--- src/rtl/dmem_pkg.sv ---
// dmem_pkg: shared definitions for the data-memory arbiter and the data memory.
//   - Memory op codes (2-bit WrRd): OP_IDLE, OP_READ, OP_WRITE.
//   - Arbiter FSM state codes: ST_IDLE, ST_ISSUE, ST_RESP.
//   - Source ids, which are also the bit positions in the one-hot grant:
//     SRC_BIP (bit 0), SRC_IF (bit 1).
package dmem_pkg;

    localparam logic [1:0] OP_IDLE  = 2'b00;
    localparam logic [1:0] OP_READ  = 2'b01;
    localparam logic [1:0] OP_WRITE = 2'b10;

    typedef enum logic [1:0] {
        ST_IDLE  = 2'd0,
        ST_ISSUE = 2'd1,
        ST_RESP  = 2'd2
    } state_t;

    localparam logic SRC_BIP = 1'b0;
    localparam logic SRC_IF  = 1'b1;

    // Only read and write ever reach the memory. Codes 00 and 11 become an
    // idle cycle, so an illegal op can never reach the memory's case statement.
    function automatic logic [1:0] issue_op(input logic [1:0] op);
        return ((op == OP_READ) || (op == OP_WRITE)) ? op : OP_IDLE;
    endfunction

endpackage

--- src/rtl/dmem_arbiter_arb2_pick.sv ---
// arb2_pick: combinational 2-way picker producing a one-hot grant.
//   req[1:0]   in   eligible requests, indexed by source id (bit 0 BIP, bit 1 IF)
//   last       in   source id of the previous grant
//   grant[1:0] out  one-hot grant, or 2'b00 when nothing is requested
// Build option: with DMEM_ARB_RR_EN defined, contention goes to the source that
// was not granted last (round-robin). Otherwise the interface always wins.
module arb2_pick
    import dmem_pkg::*;
(
    input  logic [1:0] req,
    input  logic       last,
    output logic [1:0] grant
);

`ifdef DMEM_ARB_RR_EN
    always_comb begin
        grant = req;
        if (req == 2'b11) begin
            grant = (last == SRC_IF) ? 2'b01 : 2'b10;
        end
    end
`else
    // last_grant is tracked by the top in both builds but has no effect here.
    logic unused_last;
    assign unused_last = last;

    always_comb begin
        grant = req;
        if (req[SRC_IF]) begin
            grant = 2'b10;
        end
    end
`endif

endmodule

--- src/rtl/dmem_arbiter.sv ---
// dmem_arbiter: shares the single-port, negedge-clocked data memory between the
// BIP core and the debug/UART interface, one access per two cycles.
//   clk, rst_n                 clock; synchronous active-low reset
//   bip_req/op/addr/wdata      BIP request (op 10 = write, 01 = read)
//   bip_ack, bip_rvalid        one-cycle pulses: accepted / bip_rdata valid
//   bip_rdata                  BIP read data, held until the next BIP read
//   if_*                       same set for the interface side
//   if_lock                    while high, BIP requests are never granted
//   mem_wrrd/addr/wdata        drive the memory's BIP-side port
//   mem_rdata                  memory output data
//   busy                       high while the FSM is in ISSUE
// Build option: DMEM_ARB_RR_EN selects round-robin instead of interface-first
// priority on contention (see arb2_pick).
// Timing: request sampled at edge k -> ack and memory op in cycle k+1 (memory
// executes at that cycle's negedge) -> mem_rdata latched at edge k+2.
module dmem_arbiter
    import dmem_pkg::*;
#(
    parameter int ADDR_LENGTH = 11,
    parameter int DATA_LENGTH = 16
) (
    input  logic                   clk,
    input  logic                   rst_n,
    input  logic                   bip_req,
    input  logic [1:0]             bip_op,
    input  logic [ADDR_LENGTH-1:0] bip_addr,
    input  logic [DATA_LENGTH-1:0] bip_wdata,
    output logic                   bip_ack,
    output logic                   bip_rvalid,
    output logic [DATA_LENGTH-1:0] bip_rdata,
    input  logic                   if_req,
    input  logic [1:0]             if_op,
    input  logic [ADDR_LENGTH-1:0] if_addr,
    input  logic [DATA_LENGTH-1:0] if_wdata,
    output logic                   if_ack,
    output logic                   if_rvalid,
    output logic [DATA_LENGTH-1:0] if_rdata,
    input  logic                   if_lock,
    output logic [1:0]             mem_wrrd,
    output logic [ADDR_LENGTH-1:0] mem_addr,
    output logic [DATA_LENGTH-1:0] mem_wdata,
    input  logic [DATA_LENGTH-1:0] mem_rdata,
    output logic                   busy
);

    state_t                 state_reg, state_next;
    logic [1:0]             op_reg;
    logic [ADDR_LENGTH-1:0] addr_reg;
    logic [DATA_LENGTH-1:0] wdata_reg;
    logic                   src_reg;
    logic                   last_grant_reg;
    logic                   bip_ack_reg, if_ack_reg;
    logic                   bip_rvalid_reg, if_rvalid_reg;
    logic [DATA_LENGTH-1:0] bip_rdata_reg, if_rdata_reg;

    logic [1:0] eligible;
    logic [1:0] grant;
    logic       take;
    logic       rd_done;
    logic       win_src;

    assign eligible = {if_req, bip_req & ~if_lock};

    arb2_pick u_pick (
        .req   (eligible),
        .last  (last_grant_reg),
        .grant (grant)
    );

    assign win_src = grant[SRC_IF] ? SRC_IF : SRC_BIP;

    // Read data comes back at the edge that ends ISSUE. Reset at that same edge
    // takes priority in the sequential block, which suppresses the rvalid.
    assign rd_done = (state_reg == ST_ISSUE) && (op_reg == OP_READ);

    always_comb begin
        state_next = state_reg;
        take       = 1'b0;
        busy       = 1'b0;
        mem_wrrd   = OP_IDLE;
        case (state_reg)
            ST_IDLE: begin
                if (|grant) begin
                    take       = 1'b1;
                    state_next = ST_ISSUE;
                end
            end
            ST_ISSUE: begin
                busy       = 1'b1;
                mem_wrrd   = issue_op(op_reg);
                state_next = ST_RESP;
            end
            ST_RESP: begin
                take       = |grant;
                state_next = (|grant) ? ST_ISSUE : ST_IDLE;
            end
            default: begin
                state_next = ST_IDLE;
            end
        endcase
    end

    always_ff @(posedge clk) begin
        if (!rst_n) begin
            state_reg      <= ST_IDLE;
            op_reg         <= OP_IDLE;
            addr_reg       <= '0;
            wdata_reg      <= '0;
            src_reg        <= SRC_BIP;
            last_grant_reg <= SRC_BIP;
            bip_ack_reg    <= 1'b0;
            if_ack_reg     <= 1'b0;
            bip_rvalid_reg <= 1'b0;
            if_rvalid_reg  <= 1'b0;
            bip_rdata_reg  <= '0;
            if_rdata_reg   <= '0;
        end else begin
            state_reg   <= state_next;
            bip_ack_reg <= take & grant[SRC_BIP];
            if_ack_reg  <= take & grant[SRC_IF];
            if (take) begin
                src_reg        <= win_src;
                last_grant_reg <= win_src;
                op_reg         <= (win_src == SRC_IF) ? if_op    : bip_op;
                addr_reg       <= (win_src == SRC_IF) ? if_addr  : bip_addr;
                wdata_reg      <= (win_src == SRC_IF) ? if_wdata : bip_wdata;
            end
            bip_rvalid_reg <= rd_done && (src_reg == SRC_BIP);
            if_rvalid_reg  <= rd_done && (src_reg == SRC_IF);
            if (rd_done && (src_reg == SRC_BIP)) begin
                bip_rdata_reg <= mem_rdata;
            end
            if (rd_done && (src_reg == SRC_IF)) begin
                if_rdata_reg <= mem_rdata;
            end
        end
    end

    assign bip_ack    = bip_ack_reg;
    assign if_ack     = if_ack_reg;
    assign bip_rvalid = bip_rvalid_reg;
    assign if_rvalid  = if_rvalid_reg;
    assign bip_rdata  = bip_rdata_reg;
    assign if_rdata   = if_rdata_reg;
    assign mem_addr   = addr_reg;
    assign mem_wdata  = wdata_reg;

endmodule

--- config.mk ---
export PLATFORM = sky130hd
export DESIGN_NAME = dmem_arbiter
export DESIGN_NICKNAME = d
export VERILOG_FILES = /design/src/rtl/dmem_pkg.sv /design/src/rtl/dmem_arbiter_arb2_pick.sv /design/src/rtl/dmem_arbiter.sv
export SDC_FILE = /design/constraint.sdc
export NUM_CORES = 1
export LEC_CHECK = 0
export BUFFER_PORTS_ARGS = -buffer_cell sky130_fd_sc_hd__buf_2
export CELL_PAD_IN_SITES_DETAIL_PLACEMENT = 1
export CELL_PAD_IN_SITES_GLOBAL_PLACEMENT = 1
export CORE_MARGIN = 1
export CORE_UTILIZATION = 34
export CTS_BUF_LIST = sky130_fd_sc_hd__clkbuf_16
export DETAILED_ROUTE_END_ITERATION = 6
export PLACE_DENSITY = 0.88
export SLEW_MARGIN = 20
export SYNTH_ARGS = -nofsm -noshare
export SYNTH_HDL_FRONTEND = slang
export SYNTH_SLANG_ARGS = --single-unit
--- constraint.sdc ---
create_clock -name clk -period 1.84 [get_ports clk]
set_input_delay 0.092 -clock clk [delete_from_list [all_inputs] [get_ports clk]]
set_output_delay 0.092 -clock clk [all_outputs]
set_load 0.02 [all_outputs]
Word-level counts from Yosys, hierarchy flattened --
Cells that the tools add are included. Widths: inputs -> output; s select.
Word-level totals: register bits after elaboration 68, output and inout bits 66
Cells by class: equality and inequality tests 5, mux-type cells 13, bitwise operators 5, reductions and logical operators 6
Operator list (number):
- $mux 16 | 1
- $mux 11 | 1
- $mux 2 | 5
- $pmux 2 s3 | 1
- $eq 2x1->1 const B | 2
- $eq 2x2->1 const B | 2
- $mux 1 | 4
- $and 1x1->1 | 3
- $logic_and 1x1->1 | 3
- $logic_not 2->1 | 1
- $ne 2x2->1 const B | 1
- $not 1->1 | 2
- $pmux 1 s2 | 1
- $reduce_or 2->1 | 1
- $logic_or 1x1->1 | 1

Longest topological paths before layout --
Gate-level depths: netlist of run 1.
depth in word-level cells 7, mapped depth 6, gate-level depth less buffers 3

Cells and area by module --
From an unflattened synthesis of run 1, not the netlist that was laid out.
Second synthesis, totals: cell total of the unflattened synthesis 276, area, all modules 2746.4 um^2
Modules (own cells, without submodules):
- dmem_arbiter | instances 1, cells an instance 274, area an instance 2725.1 um^2
- arb2_pick | instances 1, cells an instance 2, area an instance 21.3 um^2

Worst setup path before layout of run 1 --
No wires, ideal clock.
kind flip-flop to flip-flop, from register state_reg[0], to register bip_rdata_reg[10] (netlist: bip_rdata[10]), library setup time 0.072 ns, data arrival time 1.314 ns, data required time 1.768 ns, slack 0.454 ns, cell stages (with the launch flop) 7, path buffers 3, clock period less this slack 1.386 ns, cells stage by stage dfxtp_1 buf_6 and4bb_4 nor2b_4 buf_6 buf_12 mux2i_1
On the way: cells in the longest elaborated chain, start to end 3
RTL lines:
- start, declared | line dmem_arbiter.sv:46 | state_t state_reg, state_next;
- start signal, assigned | line dmem_arbiter.sv:118 | state_reg <= state_next;
- $eq 2x1->1 | line dmem_arbiter.sv:74 | assign rd_done = (state_reg == ST_ISSUE) && (op_reg == OP_READ);
- $logic_and 1x1->1 | line dmem_arbiter.sv:74
- $logic_and 1x1->1 | line dmem_arbiter.sv:130 | if (rd_done && (src_reg == SRC_BIP)) begin
- end signal, assigned | line dmem_arbiter.sv:131 | bip_rdata_reg <= mem_rdata;
- end, declared | line dmem_arbiter.sv:54 | logic [DATA_LENGTH-1:0] bip_rdata_reg, if_rdata_reg;
No other way between the ends. A chain may end at the register's enable or synchronous reset.

Worst setup path in the final report of run 1 --
from register state_reg[0], to register bip_rdata_reg[14] (netlist: bip_rdata[14])
Same word-level chain as after synthesis.

==> flow_summary.json, run 1 <==
{
  "syn_area_um2": 2980,
  "crit_path_max_incr_delay_ps": 400,
  "hold-path-endpoint": "if_rdata[7]",
  "finalWeightedCongestion": 0.719,
  "path_clk_slew_ps": 60,
  "status": "finished, final reports clean",
  "fin_tns_setup_ps": 0,
  "synth_edf_count": 0,
  "drive_above_1_share_pct": 42.2,
  "final_area_um2": 4060,
  "finalSetupViolations": 0,
  "nets": 498,
  "final_core_util_pct": 48.7,
  "num_antenna_cells": 0,
  "clk_latency_ps": 320,
  "max_freq_mhz": 701,
  "required_ps": 2080,
  "gr-usage-all-layers_pct": 18.9,
  "antenna_left": 0,
  "dp.cells": 513,
  "num_vias": 2762,
  "slew_violations": 0,
  "synth_area_per_cell_um2": 10.4,
  "cts_htree_levels": 3,
  "drc": 0,
  "grt_pass1_wl_um": 13300,
  "mostFrequentLayoutCell": "buf_2",
  "start_util_pct": 35.7,
  "first_iter_violations": 73,
  "routed_via_density": 5.22,
  "cts_tree": "yes",
  "max-vdd-ir-drop_v": 0.000567,
  "hp-start": "mem_rdata[7]",
  "cts_buffers": 9,
  "clockBufferDepth": 2,
  "fin_crit_ps": 1430,
  "fp.coreArea_um2": 8340,
  "yosysUniqueCellTypes": 27,
  "place_area_um2": 3750,
  "synth-async-reset-ratio_pct": 0,
  "crit_path_top_delay_cell": "dfxtp_1",
  "worstSetupPathType": "reg -> reg",
  "rsz0062_at_grt": "no",
  "cap_violations": 0,
  "crit_chain": "and4bb_4 -> nor2b_4 -> buf_4 -> mux2i_1",
  "worstReg2RegStart": "state_reg[0]",
  "place_worst_setup_slack_ps": 349,
  "die_y_um": 95.5,
  "cp-end-kind": "flop",
  "synth_top_area_share_pct": 45.8,
  "crit_fanout": 17,
  "r2r_cells": 4,
  "rows": 33,
  "arrival_ps": 1670,
  "fin_ws_ps": 413,
  "synth_seq_cells": 68,
  "crit_buf_inv": 1,
  "path_delay_family": "simple AND/OR/NAND/NOR gates",
  "slew_headroom_pct": 59.8,
  "post_drt_wl_per_cell_um": 16.4,
  "finalClockSkew_ps": 5.92,
  "grt-ovfl-total": 0,
  "leakagePower_nw": 2.02,
  "clkSinkCount": 68,
  "area_growth_pct": 36.4,
  "hold_path_depth": 3,
  "power_density_nw_per_um2": 954,
  "die_w_um": 95.5,
  "grt_max_degree": 80,
  "place.detailed.hpwl_um": 6200,
  "cts_resized": 0,
  "r2r-end": "bip_rdata[14]",
  "start_kind": "flop",
  "yosysTopAreaCell": "dfxtp_1",
  "die_area_um2": 9130,
  "p_total_mw": 3.87,
  "synth_nets": 364,
  "num-fill-cells": 965,
  "fin_cells": 529,
  "synthFlopType": "dfxtp_1",
  "port_buffers": 144,
  "dr.pass1.iters": 4,
  "cts_setup_buffers": 0,
  "fin_hold_ws_ps": 40.8,
  "yosysWarnings": 0,
  "synth.area.top_cells": "dfxtp_1, mux2i_1, a2111oi_0",
  "finalCritPeriodShare_pct": 77.5,
  "ys_seq_area_share_pct": 45.8,
  "antenna_found_initial": 0,
  "routed_wl_um": 8670,
  "hold_class": "in -> reg",
  "cts-root-buf": "clkbuf_16",
  "syn_inst": 285,
  "ctsHoldBuffers": 0,
  "reg2reg_slack_ps": 410,
  "hold_viol_final": 0,
  "final_cell_mix": "buf_2, dfxtp_1, mux2i_1",
  "tightest_slew_ps": 588,
  "ios": 145,
  "grt_pass1_vias": 2874
}
## routing by layer
layer | GRT usage (%) | up-vias | share of wire [%]
li1 | - | 1325 | -
met1 | 20.7 | 1298 | 41
met2 | 33.9 | 119 | 49
met3 | 5.26 | 20 | 8.4
met4 | 8.33 | 0 | 2.4
met5 | 0 | - | 0
## kinds of logic after synthesis
logic type	after synthesis	synth area share [%]
flip-flops	68	45.8
AO/OA/AOI/OAI	61	17.9
multiplexers	61	20.5
AND/OR/NAND/NOR	61	9.42
buffers and inverters	34	6.43
## worst register-to-register path: cells and delay by family (launching register included)
family | cells | cell delay, ps
buffers and inverters | 1 | 290
and+or+nand+nor | 2 | 420
muxes | 1 | 240
DFF | 1 | 400
## power breakdown
part	internal [mW]	leakage [nW]	total, mW	switching [mW]
Sequential	1.54	0.554	1.58	0.0394
Combinational	0.219	1.31	0.515	0.296
Clock	1.17	0.158	1.78	0.610
Total	2.93	2.02	3.87	0.945
## cells in the mapped netlist, drive strengths merged, types with 2 or more instances
library cell,count
a2111oi,29
a31o,29
and2,2
buf,10
clkbuf,22
dfxtp,68
inv,2
mux2i,61
nand2,49
nand2b,2
nor2,2
nor2b,2
## final cells by class
class	count	area [um2]	area share, %
clock inverters	7	82.6	2.03
repair buffers	155	828	20.4
multi-input cells	183	1420	35.0
well taps	105	131	3.24
inverters	2	7.51	0.185
clock buffers	9	225	5.55
flip-flops and latches	68	1360	33.5
## worst max path at each step
stage	startpoint	end	slack, ps	depth (start not counted)
floorplan	state_reg[0]	bip_rdata[10]	450	6
detailed placement	if_lock	mem_wdata[5]	350	5
global route	state_reg[0]	mem_wdata[5]	260	4
CTS	state_reg[0]	bip_rdata[15]	390	4
global placement	if_lock	mem_addr[2]	430	5
finish	state_reg[0]	bip_rdata[14]	410	4
Power figures use the tool's default switching activity.
==> inputs of run 2 (changes only) <==
- CORE_UTILIZATION: 34 -> 30
- PLACE_DENSITY: 0.88 -> 0.83
- clock period: 1.84 -> 1.26 ns (I/O delays scaled with it)
==> run 2 against run 1 <==
- the run now ends with negative setup slack left
- core utilization fell by 2.1 points
- global-route usage down 1.7 points
- register-to-register slack worse by 490 ps
- fmax increased by 6.7%
- via count grew 0.25%
- count of clock-buffer cells in the layout is the same
==> flow_summary.json, run 2 (synthesis gave the netlist of run 1 again) <==
{
  "routed_via_density": 4.91,
  "p_sw_mw": 1.42,
  "fin_ws_ps": -77.5,
  "cap_violations": 0,
  "place.detailed.hpwl_um": 6230,
  "grt_pass1_vias": 2928,
  "grt-ovfl-total": 0,
  "rsz0062_at_grt": "yes",
  "drc": 0,
  "grt_max_degree": 35,
  "clkSinkCount": 68,
  "final_core_util_pct": 46.5,
  "finalCritPeriodShare_pct": 106,
  "dp.cells": 542,
  "antenna_left": 0,
  "clk_latency_ps": 320,
  "fin_cells": 564,
  "first_iter_violations": 42,
  "slew_violations": 0,
  "finalClockSkew_ps": 7.19,
  "start_util_pct": 31.6,
  "grt_pass1_wl_um": 13900,
  "clockBufferDepth": 2,
  "num_antenna_cells": 0,
  "crit_fanout": 5,
  "fin_crit_ps": 1340,
  "cts-root-buf": "clkbuf_16",
  "power_density_nw_per_um2": 1360,
  "routed_wl_um": 8740,
  "cts_htree_levels": 3,
  "area_growth_pct": 47.3,
  "seqPwrFrac_pct": 38.6,
  "gr-usage-all-layers_pct": 17.3,
  "leakagePower_nw": 2.12,
  "finalSetupViolations": 32,
  "tightest_slew_ps": 572,
  "post_drt_wl_per_cell_um": 15.5,
  "cts_tree": "yes",
  "arrival_ps": 1590,
  "swShare_pct": 23.8,
  "start_kind": "flop",
  "die_w_um": 102,
  "die_area_um2": 10300,
  "hold_viol_final": 0,
  "violations": "negative setup slack",
  "ios": 145,
  "clkPwrFrac_pct": 47.5,
  "final_cell_mix": "buf_2, dfxtp_1, mux2i_1",
  "antenna_found_initial": 0,
  "rows": 35,
  "place_worst_setup_slack_ps": -66.7,
  "slew_headroom_pct": 61.8,
  "max-vdd-ir-drop_v": 0.000758,
  "hold_class": "in -> reg",
  "dr.pass1.iters": 4,
  "status": "complete, but fails checks",
  "ctsHoldBuffers": 0,
  "nets": 509,
  "max_freq_mhz": 748,
  "path_clk_slew_ps": 60,
  "fin_tns_setup_ps": -1100,
  "drive_above_1_share_pct": 46.7,
  "mostFrequentLayoutCell": "buf_2",
  "p_comb_share_pct": 13.8,
  "internal-power_mw": 4.55,
  "cp-end-kind": "flop",
  "cts_buffers": 9,
  "required_ps": 1510,
  "worstSetupPathType": "reg -> reg",
  "finalWeightedCongestion": 0.676,
  "fp.coreArea_um2": 9420,
  "num_vias": 2769,
  "port_buffers": 144,
  "die_y_um": 102
}
run 2: path summary, 6_finish.rpt:
path	start	cells past startpoint	to	slack, ps
worst max register to register	op_reg[1]	5	bip_rdata[11]	-80
worst max-delay path	op_reg[1]	5	bip_rdata[11]	-80
worst min-delay path	mem_rdata[0]	3	bip_rdata[0]	20
worst min register to register	bip_rdata[3]	2	bip_rdata[3]	460
run 2: power groups by stage:
stage / Sequential, mW / Combinational, mW / Clock (mW)
2_1_floorplan: 2.45 / 0.350 / 0
3_3_place_gp: 2.35 / 0.749 / 0
3_5_place_dp: 2.35 / 0.772 / 0
4_1_cts: 2.31 / 0.801 / 2.91
5_1_grt: 2.32 / 0.895 / 3.01
6_report: 2.31 / 0.825 / 2.84
run 2: area by class of cell:
cell class | count | area (um2)
flip-flops and latches | 68 | 1370
multi-input cells | 183 | 1500
clock buffers | 9 | 225
repair buffers | 166 | 1010
well taps | 129 | 161
inverters | 2 | 7.51
fillers | 1082 | 5030
clock inverters | 7 | 116
run 2: layer usage:
layer / routed length [um] / global-route usage, %
met3: 671 / 5.38
met1: 3490 / 18.8
met5: 0 / 0
met4: 75 / 6.24
met2: 4500 / 31.3
run 2: stage by stage:
step / power (mW) / instance area, um2 / hold WS, ps
after floorplan: 2.80 / 2980 / 225
after global placement: 3.09 / 3840 / 339
after detailed placement: 3.12 / 3840 / 351
after CTS: 6.02 / 4310 / 8.78
after global routing: 6.23 / 4380 / 26.6
final: 5.97 / 4380 / 16.8
run 2: repair_timing:
item | 4_1_cts | 5_1_grt
pin swaps | 1 | 0
resized for setup | 11 | 25
gates cloned | 2 | 0
setup endpoints to repair | 19 | 48
setup buffers | 4 | 0
run 2: critical path, stage by stage (launching register included):
cell      delay, ps
dfxtp_2         320
and4bb_4        320
nor2b_4         180
buf_12          130
buf_12          120
mux2i_4         200
==> inputs of run 3 (changes only) <==
--- a/constraint.sdc
+++ b/constraint.sdc
@@ -3,2 +3,2 @@
 set_output_delay 0.063 -clock clk [all_outputs]
-set_load 0.02 [all_outputs]
+set_load 0.05 [all_outputs]
==> run 3 against run 2 <==
- the run still ends with negative setup slack left
- fmax rose by 1.7%
- register-to-register slack improved by 20 ps
- setup slack better by 22 ps
- critical endpoint is now bip_rdata[6]
==> flow_summary.json, run 3 (synthesis gave the netlist of run 1 again) <==
{
  "crit_chain": "and4bb_4 -> nor2b_4 -> buf_12 -> mux2i_2",
  "drc": 0,
  "die_w_um": 102,
  "p_comb_share_pct": 19.2,
  "clockBufferDepth": 2,
  "grt_pass1_wl_um": 13700,
  "antenna_left": 0,
  "routed_wl_um": 9070,
  "fin_tns_setup_ps": -297,
  "cp-end-kind": "flop",
  "clkSinkCount": 68,
  "arrival_ps": 1560,
  "finalClockSkew_ps": 3.77,
  "finalWeightedCongestion": 0.759,
  "clkPwrFrac_pct": 38.9,
  "num-fill-cells": 1103,
  "gr-usage-all-layers_pct": 17.3,
  "clk_latency_ps": 320,
  "die_y_um": 102,
  "fp.coreArea_um2": 9420,
  "multiInputGateArea_um2": 1500,
  "cts-root-buf": "clkbuf_16",
  "crit_buf_inv": 1,
  "p_total_mw": 5.52,
  "grt-ovfl-total": 0,
  "crit_fanout": 9,
  "path_delay_family": "simple AND/OR/NAND/NOR gates",
  "dr.pass1.iters": 4,
  "leakagePower_nw": 2.08,
  "worstSetupPathType": "reg -> reg",
  "fin_ws_ps": -55.4,
  "fin_crit_ps": 1320,
  "max_freq_mhz": 760,
  "path_clk_slew_ps": 50,
  "drive_above_1_share_pct": 45.9,
  "final_core_util_pct": 45.7,
  "hold_viol_final": 0,
  "cts_tree": "yes",
  "place.detailed.hpwl_um": 6390,
  "cts_buffers": 9,
  "crit_path_top_delay_cell": "and4bb_4",
  "place_area_um2": 3920,
  "start_kind": "flop",
  "num_vias": 2768,
  "start_util_pct": 31.6,
  "finalCritPeriodShare_pct": 104,
  "slew_headroom_pct": 69.0,
  "tightest_slew_ps": 454,
  "seq_area_um2": 1370,
  "post_drt_wl_per_cell_um": 16.1,
  "slew_violations": 0,
  "cap_violations": 0,
  "rows": 35,
  "port_buffers": 144,
  "area_growth_pct": 44.5,
  "crit_path_max_incr_delay_ps": 340,
  "num_antenna_cells": 0,
  "hold_class": "in -> reg",
  "routed_via_density": 4.92,
  "internal-power_mw": 3.92,
  "fin_hold_ws_ps": 18.2,
  "grt_max_degree": 50,
  "status": "complete, but fails checks",
  "nets": 509,
  "seqPwrFrac_pct": 41.9,
  "cts_htree_levels": 3,
  "antenna_found_initial": 0,
  "first_iter_violations": 49,
  "final_cell_mix": "buf_2, dfxtp_1, mux2i_1",
  "die_area_um2": 10300,
  "grt_pass1_vias": 2861,
  "required_ps": 1500,
  "final_area_um2": 4300,
  "mostFrequentLayoutCell": "buf_2",
  "power_density_nw_per_um2": 1280,
  "swShare_pct": 28.9,
  "finalSetupViolations": 16,
  "max-vdd-ir-drop_v": 0.000552,
  "rsz0062_at_grt": "yes",
  "violations": "negative setup slack",
  "ctsHoldBuffers": 0,
  "ios": 145,
  "p_sw_mw": 1.59
}
==> run 3: worst register-to-register path, stage by stage (launching register included) <==
cell and delay (ps):
dfxtp_2 320, and4bb_4 340, nor2b_4 210, buf_12 160, mux2i_2 210
==> run 3: path summary, 6_finish.rpt <==
| check | from | endpoint | depth (start not counted) | slack, ps |
|---|---|---|---|---|
| max | state_reg[1] | bip_rdata[6] | 4 | -60 |
| min | mem_rdata[5] | if_rdata[5] | 3 | 20 |
| max reg2reg | state_reg[1] | bip_rdata[6] | 4 | -60 |
| min reg2reg | bip_rdata[2] | bip_rdata[2] | 2 | 460 |
==> run 3: area by class of cell <==
cell class | instances | share of cell area [%]
Multi-Input combinational cell | 183 | 34.8
Timing Repair Buffer | 166 | 23.7
Clock buffer | 9 | 5.24
Sequential cell | 68 | 31.7
Clock inverter | 6 | 0.582
Tap cell | 129 | 3.75
Inverter | 2 | 0.175
==> run 3: per-layer routing <==
| layer | share of wire (%) | global-route usage (%) | vias to the layer above |
|---|---|---|---|
| met5 | 0 | 0 | - |
| met4 | 0.99 | 6.02 | 0 |
| met3 | 7.3 | 5.52 | 8 |
| met2 | 50 | 31.3 | 93 |
| met1 | 42 | 18.9 | 1321 |
| li1 | - | - | 1346 |
==> run 3: timing repair <==
action / 4_1_cts / 5_1_grt
buffers inserted: 0 / 0
resized for setup: 10 / 21
endpoints found under the setup margin: 33 / 48
gates cloned: 0 / 1
==> run 3: power by group through the flow <==
stage,logic (mW),registers (mW),clock network (mW)
after floorplan,0.361,2.64,0
after global placement,0.974,2.35,0
after detailed placement,1.01,2.35,0
after CTS,1.02,2.31,2.22
after global routing,1.13,2.32,2.31
final,1.06,2.31,2.15
==> run 3: through the flow <==
stage	instances	setup slack (ps)
3_5_place_dp	547	-138
6_report	563	-55.4
4_1_cts	562	-78.4
5_1_grt	563	-120
2_1_floorplan	285	-210
3_3_place_gp	547	-15.7
